`src/rtl/scan_sram_bridge_if.sv`:
```
// Signal bundle between the scan-domain static access port and the SRAM / register targets.
interface scan_sram_bridge_if;
  logic        scan_id;
  logic        static_wen;
  logic        static_ren;
  logic [19:0] static_addr;
  logic [31:0] static_wdata;
  logic [31:0] static_rdata;
  logic        static_ready;

  logic        sram_ren;
  logic        sram_wen;
  logic [10:0] sram_addr;
  logic [31:0] sram_wdata;
  logic [31:0] sram_rdata;
  logic        sram_ready;

  logic        reg_wen;
  logic        reg_ren;
  logic [16:0] cr_wdata;
  logic [16:0] cr_rdata;
  logic [14:0] sr_rdata;
  logic        reg_ready;

  modport slave (
    input  scan_id, static_wen, static_ren, static_addr, static_wdata,
    output static_rdata, static_ready,
    output sram_ren, sram_wen, sram_addr, sram_wdata,
    input  sram_rdata, sram_ready,
    output reg_wen, reg_ren, cr_wdata,
    input  cr_rdata, sr_rdata, reg_ready
  );

  modport master (
    output scan_id, static_wen, static_ren, static_addr, static_wdata,
    input  static_rdata, static_ready,
    input  sram_ren, sram_wen, sram_addr, sram_wdata,
    output sram_rdata, sram_ready,
    input  reg_wen, reg_ren, cr_wdata,
    output cr_rdata, sr_rdata, reg_ready
  );
endinterface

```
`src/rtl/scan_sram_bridge.sv`:
```
// Bridges level-signalled scan-domain requests to SRAM / control / status targets.
// Start is SYNC_STAGES+1 cycles after a request edge; strobes hold until ready or TIMEOUT, 4-phase done handshake.
module scan_sram_bridge #(
  parameter int TIMEOUT     = 255,
  parameter int SYNC_STAGES = 2
) (
  input logic               clk,
  input logic               rst,
  scan_sram_bridge_if.slave bus
);

  localparam int CW = (TIMEOUT > 1) ? $clog2(TIMEOUT + 1) : 1;

  typedef enum logic [1:0] {ST_IDLE, ST_SRAM, ST_REG, ST_DONE} state_t;

  state_t                 state_q, state_d;
  logic [CW-1:0]          cnt_q, cnt_d;
  logic [SYNC_STAGES-1:0] sid_sync_q, wen_sync_q, ren_sync_q, fill_q;
  logic                   wen_prev_q, ren_prev_q;
  logic                   sram_wen_q, sram_wen_d, sram_ren_q, sram_ren_d;
  logic                   reg_wen_q, reg_wen_d, reg_ren_q, reg_ren_d;
  logic                   is_wr_q, is_wr_d, is_sr_q, is_sr_d;
  logic [31:0]            rdata_q, rdata_d;
  logic [10:0]            sram_addr_q, sram_addr_d;
  logic [31:0]            sram_wdata_q, sram_wdata_d;
  logic [16:0]            cr_wdata_q, cr_wdata_d;

  logic sid, swen, sren, primed, wen_rise, ren_rise, start, wr_start, timeout;

  assign sid    = sid_sync_q[SYNC_STAGES-1];
  assign swen   = wen_sync_q[SYNC_STAGES-1];
  assign sren   = ren_sync_q[SYNC_STAGES-1];
  assign primed = fill_q[SYNC_STAGES-1];

  // prev flags sit at 1 until the chains hold real samples, so a level still high out of reset is not an edge
  assign wen_rise = primed & swen & ~wen_prev_q;
  assign ren_rise = primed & sren & ~ren_prev_q;
  assign start    = sid & (wen_rise | ren_rise);
  assign wr_start = wen_rise;
  assign timeout  = (cnt_q == CW'(TIMEOUT - 1));

  always_comb begin
    state_d      = state_q;
    cnt_d        = cnt_q;
    sram_wen_d   = sram_wen_q;
    sram_ren_d   = sram_ren_q;
    reg_wen_d    = reg_wen_q;
    reg_ren_d    = reg_ren_q;
    is_wr_d      = is_wr_q;
    is_sr_d      = is_sr_q;
    rdata_d      = rdata_q;
    sram_addr_d  = sram_addr_q;
    sram_wdata_d = sram_wdata_q;
    cr_wdata_d   = cr_wdata_q;
    unique case (state_q)
      ST_IDLE: begin
        if (start) begin
          is_wr_d = wr_start;
          is_sr_d = bus.static_addr[0];
          cnt_d   = '0;
          unique case (bus.static_addr[19:18])
            2'b00: begin
              state_d     = ST_SRAM;
              sram_addr_d = bus.static_addr[10:0];
              sram_wen_d  = wr_start;
              sram_ren_d  = ~wr_start;
              if (wr_start) sram_wdata_d = bus.static_wdata;
            end
            2'b01: begin
              if (wr_start && bus.static_addr[0]) begin
                state_d = ST_DONE;
              end else begin
                state_d   = ST_REG;
                reg_wen_d = wr_start;
                reg_ren_d = ~wr_start;
                if (wr_start) cr_wdata_d = bus.static_wdata[16:0];
              end
            end
            default: begin
              state_d = ST_DONE;
              if (!wr_start) rdata_d = 32'h0000_0000;
            end
          endcase
        end
      end
      ST_SRAM: begin
        if (bus.sram_ready) begin
          sram_wen_d = 1'b0;
          sram_ren_d = 1'b0;
          state_d    = ST_DONE;
          if (!is_wr_q) rdata_d = bus.sram_rdata;
        end else if (timeout) begin
          sram_wen_d = 1'b0;
          sram_ren_d = 1'b0;
          state_d    = ST_DONE;
          if (!is_wr_q) rdata_d = 32'hDEAD_BEEF;
        end else begin
          cnt_d = cnt_q + 1'b1;
        end
      end
      ST_REG: begin
        if (bus.reg_ready) begin
          reg_wen_d = 1'b0;
          reg_ren_d = 1'b0;
          state_d   = ST_DONE;
          if (!is_wr_q) rdata_d = is_sr_q ? {17'b0, bus.sr_rdata} : {15'b0, bus.cr_rdata};
        end else if (timeout) begin
          reg_wen_d = 1'b0;
          reg_ren_d = 1'b0;
          state_d   = ST_DONE;
          if (!is_wr_q) rdata_d = 32'hDEAD_BEEF;
        end else begin
          cnt_d = cnt_q + 1'b1;
        end
      end
      ST_DONE: begin
        if (!swen && !sren) state_d = ST_IDLE;
      end
      default: state_d = ST_IDLE;
    endcase
  end

  always_ff @(posedge clk) begin
    if (rst) begin
      state_q      <= ST_IDLE;
      cnt_q        <= '0;
      sid_sync_q   <= '0;
      wen_sync_q   <= '0;
      ren_sync_q   <= '0;
      fill_q       <= '0;
      wen_prev_q   <= 1'b1;
      ren_prev_q   <= 1'b1;
      sram_wen_q   <= 1'b0;
      sram_ren_q   <= 1'b0;
      reg_wen_q    <= 1'b0;
      reg_ren_q    <= 1'b0;
      is_wr_q      <= 1'b0;
      is_sr_q      <= 1'b0;
      rdata_q      <= '0;
      sram_addr_q  <= '0;
      sram_wdata_q <= '0;
      cr_wdata_q   <= '0;
    end else begin
      sid_sync_q[0] <= bus.scan_id;
      wen_sync_q[0] <= bus.static_wen;
      ren_sync_q[0] <= bus.static_ren;
      fill_q[0]     <= 1'b1;
      for (int i = 1; i < SYNC_STAGES; i++) begin
        sid_sync_q[i] <= sid_sync_q[i-1];
        wen_sync_q[i] <= wen_sync_q[i-1];
        ren_sync_q[i] <= ren_sync_q[i-1];
        fill_q[i]     <= fill_q[i-1];
      end
      wen_prev_q   <= primed ? swen : 1'b1;
      ren_prev_q   <= primed ? sren : 1'b1;
      state_q      <= state_d;
      cnt_q        <= cnt_d;
      sram_wen_q   <= sram_wen_d;
      sram_ren_q   <= sram_ren_d;
      reg_wen_q    <= reg_wen_d;
      reg_ren_q    <= reg_ren_d;
      is_wr_q      <= is_wr_d;
      is_sr_q      <= is_sr_d;
      rdata_q      <= rdata_d;
      sram_addr_q  <= sram_addr_d;
      sram_wdata_q <= sram_wdata_d;
      cr_wdata_q   <= cr_wdata_d;
    end
  end

  assign bus.static_rdata = rdata_q;
  assign bus.static_ready = (state_q == ST_DONE);
  assign bus.sram_wen     = sram_wen_q;
  assign bus.sram_ren     = sram_ren_q;
  assign bus.sram_addr    = sram_addr_q;
  assign bus.sram_wdata   = sram_wdata_q;
  assign bus.reg_wen      = reg_wen_q;
  assign bus.reg_ren      = reg_ren_q;
  assign bus.cr_wdata     = cr_wdata_q;

endmodule

```
`src/flat_wrapper.sv`:
```
// flat-port wrapper written by rule: the top's interface ports become plain ports
module scan_sram_bridge_flat 
#(
  parameter int TIMEOUT     = 255,
  parameter int SYNC_STAGES = 2
)
  (clk, rst, bus_scan_id, bus_static_wen, bus_static_ren, bus_static_addr, bus_static_wdata, bus_static_rdata, bus_static_ready, bus_sram_ren, bus_sram_wen, bus_sram_addr, bus_sram_wdata, bus_sram_rdata, bus_sram_ready, bus_reg_wen, bus_reg_ren, bus_cr_wdata, bus_cr_rdata, bus_sr_rdata, bus_reg_ready);
  scan_sram_bridge_if bus_i ();
  input logic clk;
  input logic rst;
  input wire logic [$bits(bus_i.scan_id)-1:0] bus_scan_id;
  input wire logic [$bits(bus_i.static_wen)-1:0] bus_static_wen;
  input wire logic [$bits(bus_i.static_ren)-1:0] bus_static_ren;
  input wire logic [$bits(bus_i.static_addr)-1:0] bus_static_addr;
  input wire logic [$bits(bus_i.static_wdata)-1:0] bus_static_wdata;
  output wire logic [$bits(bus_i.static_rdata)-1:0] bus_static_rdata;
  output wire logic [$bits(bus_i.static_ready)-1:0] bus_static_ready;
  output wire logic [$bits(bus_i.sram_ren)-1:0] bus_sram_ren;
  output wire logic [$bits(bus_i.sram_wen)-1:0] bus_sram_wen;
  output wire logic [$bits(bus_i.sram_addr)-1:0] bus_sram_addr;
  output wire logic [$bits(bus_i.sram_wdata)-1:0] bus_sram_wdata;
  input wire logic [$bits(bus_i.sram_rdata)-1:0] bus_sram_rdata;
  input wire logic [$bits(bus_i.sram_ready)-1:0] bus_sram_ready;
  output wire logic [$bits(bus_i.reg_wen)-1:0] bus_reg_wen;
  output wire logic [$bits(bus_i.reg_ren)-1:0] bus_reg_ren;
  output wire logic [$bits(bus_i.cr_wdata)-1:0] bus_cr_wdata;
  input wire logic [$bits(bus_i.cr_rdata)-1:0] bus_cr_rdata;
  input wire logic [$bits(bus_i.sr_rdata)-1:0] bus_sr_rdata;
  input wire logic [$bits(bus_i.reg_ready)-1:0] bus_reg_ready;
  assign bus_i.scan_id = bus_scan_id;
  assign bus_i.static_wen = bus_static_wen;
  assign bus_i.static_ren = bus_static_ren;
  assign bus_i.static_addr = bus_static_addr;
  assign bus_i.static_wdata = bus_static_wdata;
  assign bus_static_rdata = bus_i.static_rdata;
  assign bus_static_ready = bus_i.static_ready;
  assign bus_sram_ren = bus_i.sram_ren;
  assign bus_sram_wen = bus_i.sram_wen;
  assign bus_sram_addr = bus_i.sram_addr;
  assign bus_sram_wdata = bus_i.sram_wdata;
  assign bus_i.sram_rdata = bus_sram_rdata;
  assign bus_i.sram_ready = bus_sram_ready;
  assign bus_reg_wen = bus_i.reg_wen;
  assign bus_reg_ren = bus_i.reg_ren;
  assign bus_cr_wdata = bus_i.cr_wdata;
  assign bus_i.cr_rdata = bus_cr_rdata;
  assign bus_i.sr_rdata = bus_sr_rdata;
  assign bus_i.reg_ready = bus_reg_ready;
  scan_sram_bridge #(.TIMEOUT(TIMEOUT), .SYNC_STAGES(SYNC_STAGES)) u_core (.clk(clk), .rst(rst), .bus(bus_i));
endmodule
```
`config.mk`:
```
export PLATFORM = sky130hd
export DESIGN_NAME = scan_sram_bridge_flat
export DESIGN_NICKNAME = d
export VERILOG_FILES = /design/src/rtl/scan_sram_bridge_if.sv /design/src/rtl/scan_sram_bridge.sv /design/src/flat_wrapper.sv
export SDC_FILE = /design/constraint.sdc
export NUM_CORES = 1
export LEC_CHECK = 0
export CAP_MARGIN = 10
export CORE_MARGIN = 10
export CORE_UTILIZATION = 46
export DETAILED_ROUTE_END_ITERATION = 8
export GPL_TIMING_DRIVEN = 0
export PLACE_DENSITY = 0.87
export SYNTH_ARGS = -nofsm -noshare
export SYNTH_HDL_FRONTEND = slang
export SYNTH_SLANG_ARGS = --single-unit
```
`constraint.sdc`:
```
create_clock -name clk -period 4.22 [get_ports clk]
set_clock_uncertainty 0.15 [all_clocks]
set_input_delay 1.055 -clock clk [delete_from_list [all_inputs] [get_ports clk]]
set_output_delay 1.055 -clock clk [all_outputs]
set_load 0.01 [all_outputs]
```
==> run summary, run 1 <==
Flop-to-flop setup slack: 1.56 ns
Row count: 38
Iteration-0 DRC Markers: 371
Vias in the first global route: 5553
DIE WIDTH: 124 µm
Vias/cell: 5.41
Top Layer Used: met4
Largest cells by area after synthesis: dfxtp_1 47%, nand2_1 9.5%, a21oi_1 6.5%, mux2i_1 5.6%, o21ai_0 4.4%
Final ANT Viol Nets: 0
Max VDD drop: 0.323 mV
CTS Root Cell: clkbuf_8
Cells after Synth: 601
Die area: 15500 µm²
Area of the mapped netlist: 5020 µm²
Post-synthesis register bit count: 118
Placer Congestion: 0.907
Clk buf depth: 2
Setup CP Type: register to output port
Yosys top cell area share: 0.471
Worst-path fanout max: 9
Layout cells sized above 1: 0.0533
Initial Utilization: 0.467
Status: completed
Via count: 5321
Metal3 WL: 1540 µm
Worst-Margin Slew: 0.779 ns
Number of remaining DRC errors: 0
Synth Area in XOR/XNOR: 0.00698
Mux cell area share after synthesis: 0.0559
WL final: 18000 µm
# port buffers: 211
FFs w/ async S/R, synth: 0
Final instance area: 7910 µm²
Hold depth: 1
EDFF count, synth: 0
Filler Cell Count: 772
Max Slew Vio Count: 0
CTS tree: built
Fin util: 0.736
WL met1: 6520 µm
TritonCTS Buffers: 17
DP Wirelength: 13900 µm
Total Routing Usage GR: 0.221
Clk slew on worst S/H paths: 0.06 ns
Pwr Density: 402 nW/µm²
Fmax: 313 MHz
Grt total ovfl: 0
Final setup vio count: 0
Register area: 2360 µm²
Crit path capture type: output port
Largest family of logic cells by synthesized area: compound AO/OA/AOI/OAI gates
Reg2Reg Depth: 7
Final Hold Vio Count: 0
Avg Inst Size Synth: 8.35 µm²
Area after DPL: 7300 µm²
Synthesis-to-layout area growth: 57.7%
First-pass GRT wire length: 28700 µm
# Max-Cap Violations: 0
Syn. warnings: 0
Predominant post-synthesis flop cell: dfxtp_1
Post-Synth Adder-Cell Area: 0.0200
Setup WS post-layout: 1.03 ns
Min-delay worst type: register to register
DR WL met2: 9360 µm
Most common cell in the netlist: nand2_1
WP data required: 3.01 ns
Fin nets: 962
Clk sink count: 118
Chip height: 124 µm
N_diodes: 0
Setup bufs post-CTS: 0
Simple logic cell fraction of the synthesized area: 0.192
Antenna violations before repair: 0
Post-synthesis sequential area ratio: 0.471
CP Launch Type: register
Unique cell type count in the Yosys netlist: 49
Final period utilization: 0.756
Largest net degree at the start of global routing: 17
Placement Setup Slack: 0.664 ns
Clock Latency Late Sink: 0.51 ns
Setup TNS: 0 ns
Core area: 10700 µm²
Syn nets: 732
Multi-input gate area: 2430 µm²
H-tree depth: 4
Commonest cells post-synth: 127 x nand2_1, 118 x dfxtp_1, 65 x a21oi_1
Compound-Gate Fraction of Synth Area: 0.210
Data arrival time of the worst path: 1.99 ns
Drt pass-1 iters: 7
Synth area leader: dfxtp_1
# IOs: 220
Unrepaired setup endpoints after global routing: no
CTS hold repair buffers: 0
Post-cts resize count: 0
Leakage: 2.66 nW
Fin crit period: 3.19 ns
Routed wire length per instance: 18.3 µm
Relative slew slack: 0.476
==> per-stage QoR <==
| step | hold slack, ns | cells | total power [mW] |
|---|---|---|---|
| after floorplan | 0.264 | 601 | 1.47 |
| after global placement | 0.269 | 952 | 1.69 |
| after detailed placement | 0.273 | 952 | 1.71 |
| after CTS | 0.292 | 984 | 3.18 |
| after global routing | 0.310 | 984 | 3.29 |
| final | 0.291 | 984 | 3.18 |
==> logic make-up after synthesis <==
kind of cell             Yosys count
AO/OA/AOI/OAI                    170
AND/OR/NAND/NOR                  215
multiplexers                      28
flip-flops                       118
adder cells (fa/ha/maj)            8
buffers and inverters             58
XOR/XNOR                           4
==> layout by cell type (no fill, tap or decap), drive strengths merged, types with 3 or more instances in the layout <==
cell type	synthesis	layout
o2bb2ai	9	9
buf	4	4
and3	3	3
nor3	4	4
nor2b	13	13
nand3b	3	3
nand3	7	7
nand4	3	3
clkinv	1	4
nor2	36	36
or3	3	3
a22o	8	8
xnor2	4	4
clkdlybuf4s50	0	211
o21ai	44	44
ha	8	8
nand2b	6	6
dfxtp	118	118
clkbuf	31	48
a21oi	66	66
o211ai	3	3
o31ai	3	3
a21o	4	4
bufinv	0	3
mux2i	28	28
a31o	3	3
inv	22	29
a22oi	15	15
nand2	127	127
==> flip-flops by register name, indices dropped and copies added, names as in the netlist <==
name / flops
u_core.wen_sync_q: 2
u_core.state_q: 2
u_core.cnt_q: 8
u_core.wen_prev_q: 1
u_core.bus.sram_ren: 1
u_core.bus.sram_wen: 1
u_core.ren_prev_q: 1
u_core.ren_sync_q: 2
u_core.bus.sram_addr: 11
u_core.bus.reg_ren: 1
u_core.fill_q: 2
u_core.is_sr_q: 1
u_core.bus.cr_wdata: 17
u_core.bus.sram_wdata: 32
u_core.is_wr_q: 1
u_core.bus.reg_wen: 1
u_core.sid_sync_q: 2
u_core.bus.static_rdata: 32
==> metal layers <==
metal	GRT usage	up-vias
met1	0.225	2519
li1	-	2529
met3	0.0757	45
met2	0.402	228
met4	0.0925	0
met5	0	-
==> cell type report <==
type                       instances  area share
buffer                            35      0.0174
clock buffer                      17      0.0524
clock inverter                    15      0.0242
inverter                          23      0.0109
multi-input combinational        425       0.307
sequential                       118       0.299
tap                              140      0.0221
timing repair buffer             211       0.267
==> report_power, final <==
group	internal [mW]	total (mW)	switching, mW
combinational	0.225	0.550	0.325
sequential	1.13	1.15	0.0176
clock	0.915	1.47	0.558
total	2.27	3.18	0.901
==> final timing paths <==
path                                           start                     endpoint
worst max register to register     u_core.state_q[1]  u_core.bus.static_rdata[31]
worst min register to register  u_core.ren_sync_q[0]         u_core.ren_sync_q[1]
worst min-delay path            u_core.ren_sync_q[0]         u_core.ren_sync_q[1]
worst max-delay path               u_core.state_q[1]             bus_static_ready
==> critical path, cell delays in order (launching register included) <==
cell and delay (ns):
dfxtp_1 0.42, ha_1 0.44, clkdlybuf4s50_1 0.62
Power figures use the tool's default switching activity.
==> run 2: changes to the inputs <==
--- a/config.mk
+++ b/config.mk
@@ -7,10 +7,10 @@
 export LEC_CHECK = 0
 export CAP_MARGIN = 10
 export CORE_MARGIN = 10
-export CORE_UTILIZATION = 46
+export CORE_UTILIZATION = 42
 export DETAILED_ROUTE_END_ITERATION = 8
 export GPL_TIMING_DRIVEN = 0
-export PLACE_DENSITY = 0.87
+export PLACE_DENSITY = 0.8
 export SYNTH_ARGS = -nofsm -noshare
 export SYNTH_HDL_FRONTEND = slang
 export SYNTH_SLANG_ARGS = --single-unit
==> constraint.sdc (replaced) <==
create_clock -name clk -period 3.09 [get_ports clk]
set_clock_uncertainty 0.15 [all_clocks]
set_input_delay 0.7725 -clock clk [delete_from_list [all_inputs] [get_ports clk]]
set_output_delay 0.7725 -clock clk [all_outputs]
set_load 0.01 [all_outputs]
==> run 2 against run 1 <==
Non-clock buffer count is the same; flip-flop and latch count is the same; sequential share of layout area grew 0.14 points; wire length shrank 1.6%; largest cell class unchanged; largest power group unchanged; highest routed layer unchanged.
==> run summary, run 2 (synthesis results as in run 1) <==
Status: completed (unchanged)
Final period utilization: 0.919
Commonest cells after routing, fill and taps aside: 211 x clkdlybuf4s50_1, 127 x nand2_1, 118 x dfxtp_1 (unchanged)
Cell Chain, Critical Path: clkdlybuf4s50_1 > or2_2 > a2111oi_2 > buf_2 > mux2i_1 > nor2_1 (was ha_1 > clkdlybuf4s50_1)
Row count: 39 (was 38)
Flop-to-flop setup slack: 0.45 ns (was 1.56 ns)
Drt pass-1 iters: 5 (was 7)
Top delay family on crit path: buffers and inverters (unchanged)
Min-delay worst type: register to register (unchanged)
Fin nets: 962 (unchanged)
Fin util: 0.681 (was 0.736)
Synthesis-to-layout area growth: 56.9% (was 57.7%)
Share of total power in the clock network: 0.442 (was 0.464)
Routed wire length per instance: 17.9 µm (was 18.3 µm)
Worst Setup SP: bus_static_addr[18] (was u_core.state_q[1])
Antenna violations before repair: 1 (was 0)
Pwr Total: 4.17 mW (was 3.18 mW)
WP data required: 3.23 ns (was 3.01 ns)
End of the worst register-to-register path: u_core.bus.static_rdata[16] (was u_core.bus.static_rdata[31])
Setup bufs post-CTS: 0 (unchanged)
Initial Utilization: 0.434 (was 0.467)
Worst r2r src: u_core.state_q[0] (was u_core.state_q[1])
Reg power frac: 0.378 (was 0.363)
# port buffers: 211 (unchanged)
Clk slew on worst S/H paths: 0.05 ns (was 0.06 ns)
Max VDD drop: 0.350 mV (was 0.323 mV)
CP Buf/Inv Count: 2 (was 1)
Vias in the first global route: 5425 (was 5553)
Post-cts resize count: 0 (unchanged)
Die area: 16700 µm² (was 15500 µm²)
WL final: 17700 µm (was 18000 µm)
Cell Int Power: 3.03 mW (was 2.27 mW)
Relative slew slack: 0.482 (was 0.476)
Final setup vio count: 0 (unchanged)
Final Hold Vio Count: 0 (unchanged)
Placer Congestion: 0.867 (was 0.907)
Grt total ovfl: 0 (unchanged)
Crit path capture type: register (was output port)
Reg2Reg Depth: 8 (was 7)
Clk buf depth: 2 (unchanged)
Leakage: 2.65 nW (was 2.66 nW)
Largest net degree at the start of global routing: 17 (unchanged)
Comb power frac: 0.180 (was 0.173)
CP Depth: 6 (was 2)
Fin crit period: 2.84 ns
Fmax: 352 MHz
Number of remaining DRC errors: 0 (unchanged)
Unrepaired setup endpoints after global routing: no (unchanged)
Via count: 5251 (was 5321)
First-pass GRT wire length: 27300 µm (was 28700 µm)
# Max-Cap Violations: 0 (unchanged)
Layout cells sized above 1: 0.0521 (was 0.0533)
Largest stage delay on the critical path: 0.69 ns (was 0.62 ns)
P_sw: 1.14 mW (was 901 µW)
Iteration-0 DRC Markers: 389 (was 371)
Final ANT Viol Nets: 0 (unchanged)
Total Routing Usage GR: 0.207 (was 0.221)
CP Launch Type: input port (was register)
Critical Path End: u_core.bus.sram_addr[1] (was bus_static_ready)
Worst-Margin Slew: 0.771 ns (was 0.779 ns)
CTS tree: built (unchanged)
DP Wirelength: 14000 µm (was 13900 µm)
Most common cell after layout, fill and taps aside: clkdlybuf4s50_1 (unchanged)
Core area: 11600 µm² (was 10700 µm²)
Pwr Density: 530 nW/µm² (was 402 nW/µm²)
CTS Root Cell: clkbuf_16 (was clkbuf_8)
Switching Fraction: 0.272 (was 0.284)
TritonCTS Buffers: 17 (unchanged)
Vias/cell: 5.31 (was 5.41)
Clk sink count: 118 (unchanged)
CTS hold repair buffers: 0 (unchanged)
Chip height: 129 µm (was 124 µm)
# IOs: 220 (unchanged)
Setup CP Type: input port to register (was register to output port)
H-tree depth: 4 (unchanged)
Max Slew Vio Count: 0 (unchanged)
Worst-path fanout max: 10 (was 9)
Clock Latency Late Sink: 0.41 ns (was 0.51 ns)
Crit-path slowest cell: a2111oi_2 (was clkdlybuf4s50_1)
Data arrival time of the worst path: 2.98 ns (was 1.99 ns)
DIE WIDTH: 129 µm (was 124 µm)
-- run 2: changes by cell type in the layout (fill, tap and decap cells not counted) --
cell and delta:
clkbuf_8 +3, inv_8 -1, inv_6 -6, clkbuf_16 +1, bufinv_16 -2, clkinv_2 +7
clkinv_4 -2, clkbuf_1 +1, diode_2 +1, clkinvlp_4 -1
-- run 2: worst reg2reg max path, delay by kind of cell, from the launching register on --
kind / cells / cell delay [ns]
and+or+nand+nor: 2 / 0.45
DFF: 1 / 0.39
adders and majority gates: 1 / 0.31
AOI/OAI and AO/OA: 3 / 0.75
buffers and inverters: 2 / 0.48
-- run 2: routing by layer --
| layer | part of all wire | global-route usage | vias up |
|---|---|---|---|
| met3 | 0.088 | 0.0771 | 51 |
| met4 | 0.045 | 0.116 | 0 |
| li1 | - | - | 2541 |
| met2 | 0.50 | 0.358 | 213 |
| met1 | 0.37 | 0.213 | 2446 |
| met5 | 0 | 0 | - |
-- run 2: cell type report --
type	count	area, µm²
diodes	1	2.50
clock inverters	10	77.6
flip-flops and latches	118	2360
clock buffers	22	484
plain buffers	35	138
repair buffers	211	2110
fillers	928	3690
inverters	23	86.3
well taps	143	179
multi-input cells	425	2430
-- run 2: power groups by stage --
stage	Clock (mW)	Sequential (mW)	Combinational, mW
after global routing	1.94	1.58	0.828
after global placement	0	1.60	0.710
after floorplan	0	1.61	0.407
after CTS	1.87	1.57	0.744
after detailed placement	0	1.61	0.739
final	1.84	1.58	0.753
-- run 2: how the worst min path moves through the flow --
stage | start | depth (start not counted) | slack [ns] | endpoint
finish | u_core.wen_sync_q[0] | 1 | 0.29 | u_core.wen_sync_q[1]
global route | u_core.fill_q[0] | 1 | 0.30 | u_core.fill_q[1]
CTS | u_core.wen_sync_q[0] | 1 | 0.29 | u_core.wen_sync_q[1]
detailed placement | u_core.wen_sync_q[0] | 1 | 0.28 | u_core.wen_sync_q[1]
global placement | u_core.fill_q[0] | 1 | 0.27 | u_core.fill_q[1]
floorplan | u_core.fill_q[0] | 1 | 0.26 | u_core.fill_q[1]
-- run 2: stage by stage --
step	setup TNS [ns]	instance area (µm²)	cells	hold WS, ns	worst slack, ns
floorplan	0	5020	601	0.264	0.699
global placement	-0.957	7310	955	0.270	-0.102
detailed placement	-0.888	7310	955	0.276	-0.104
CTS	0	7870	987	0.293	0.295
global route	0	7870	988	0.305	0.165
finish	0	7870	988	0.294	0.250
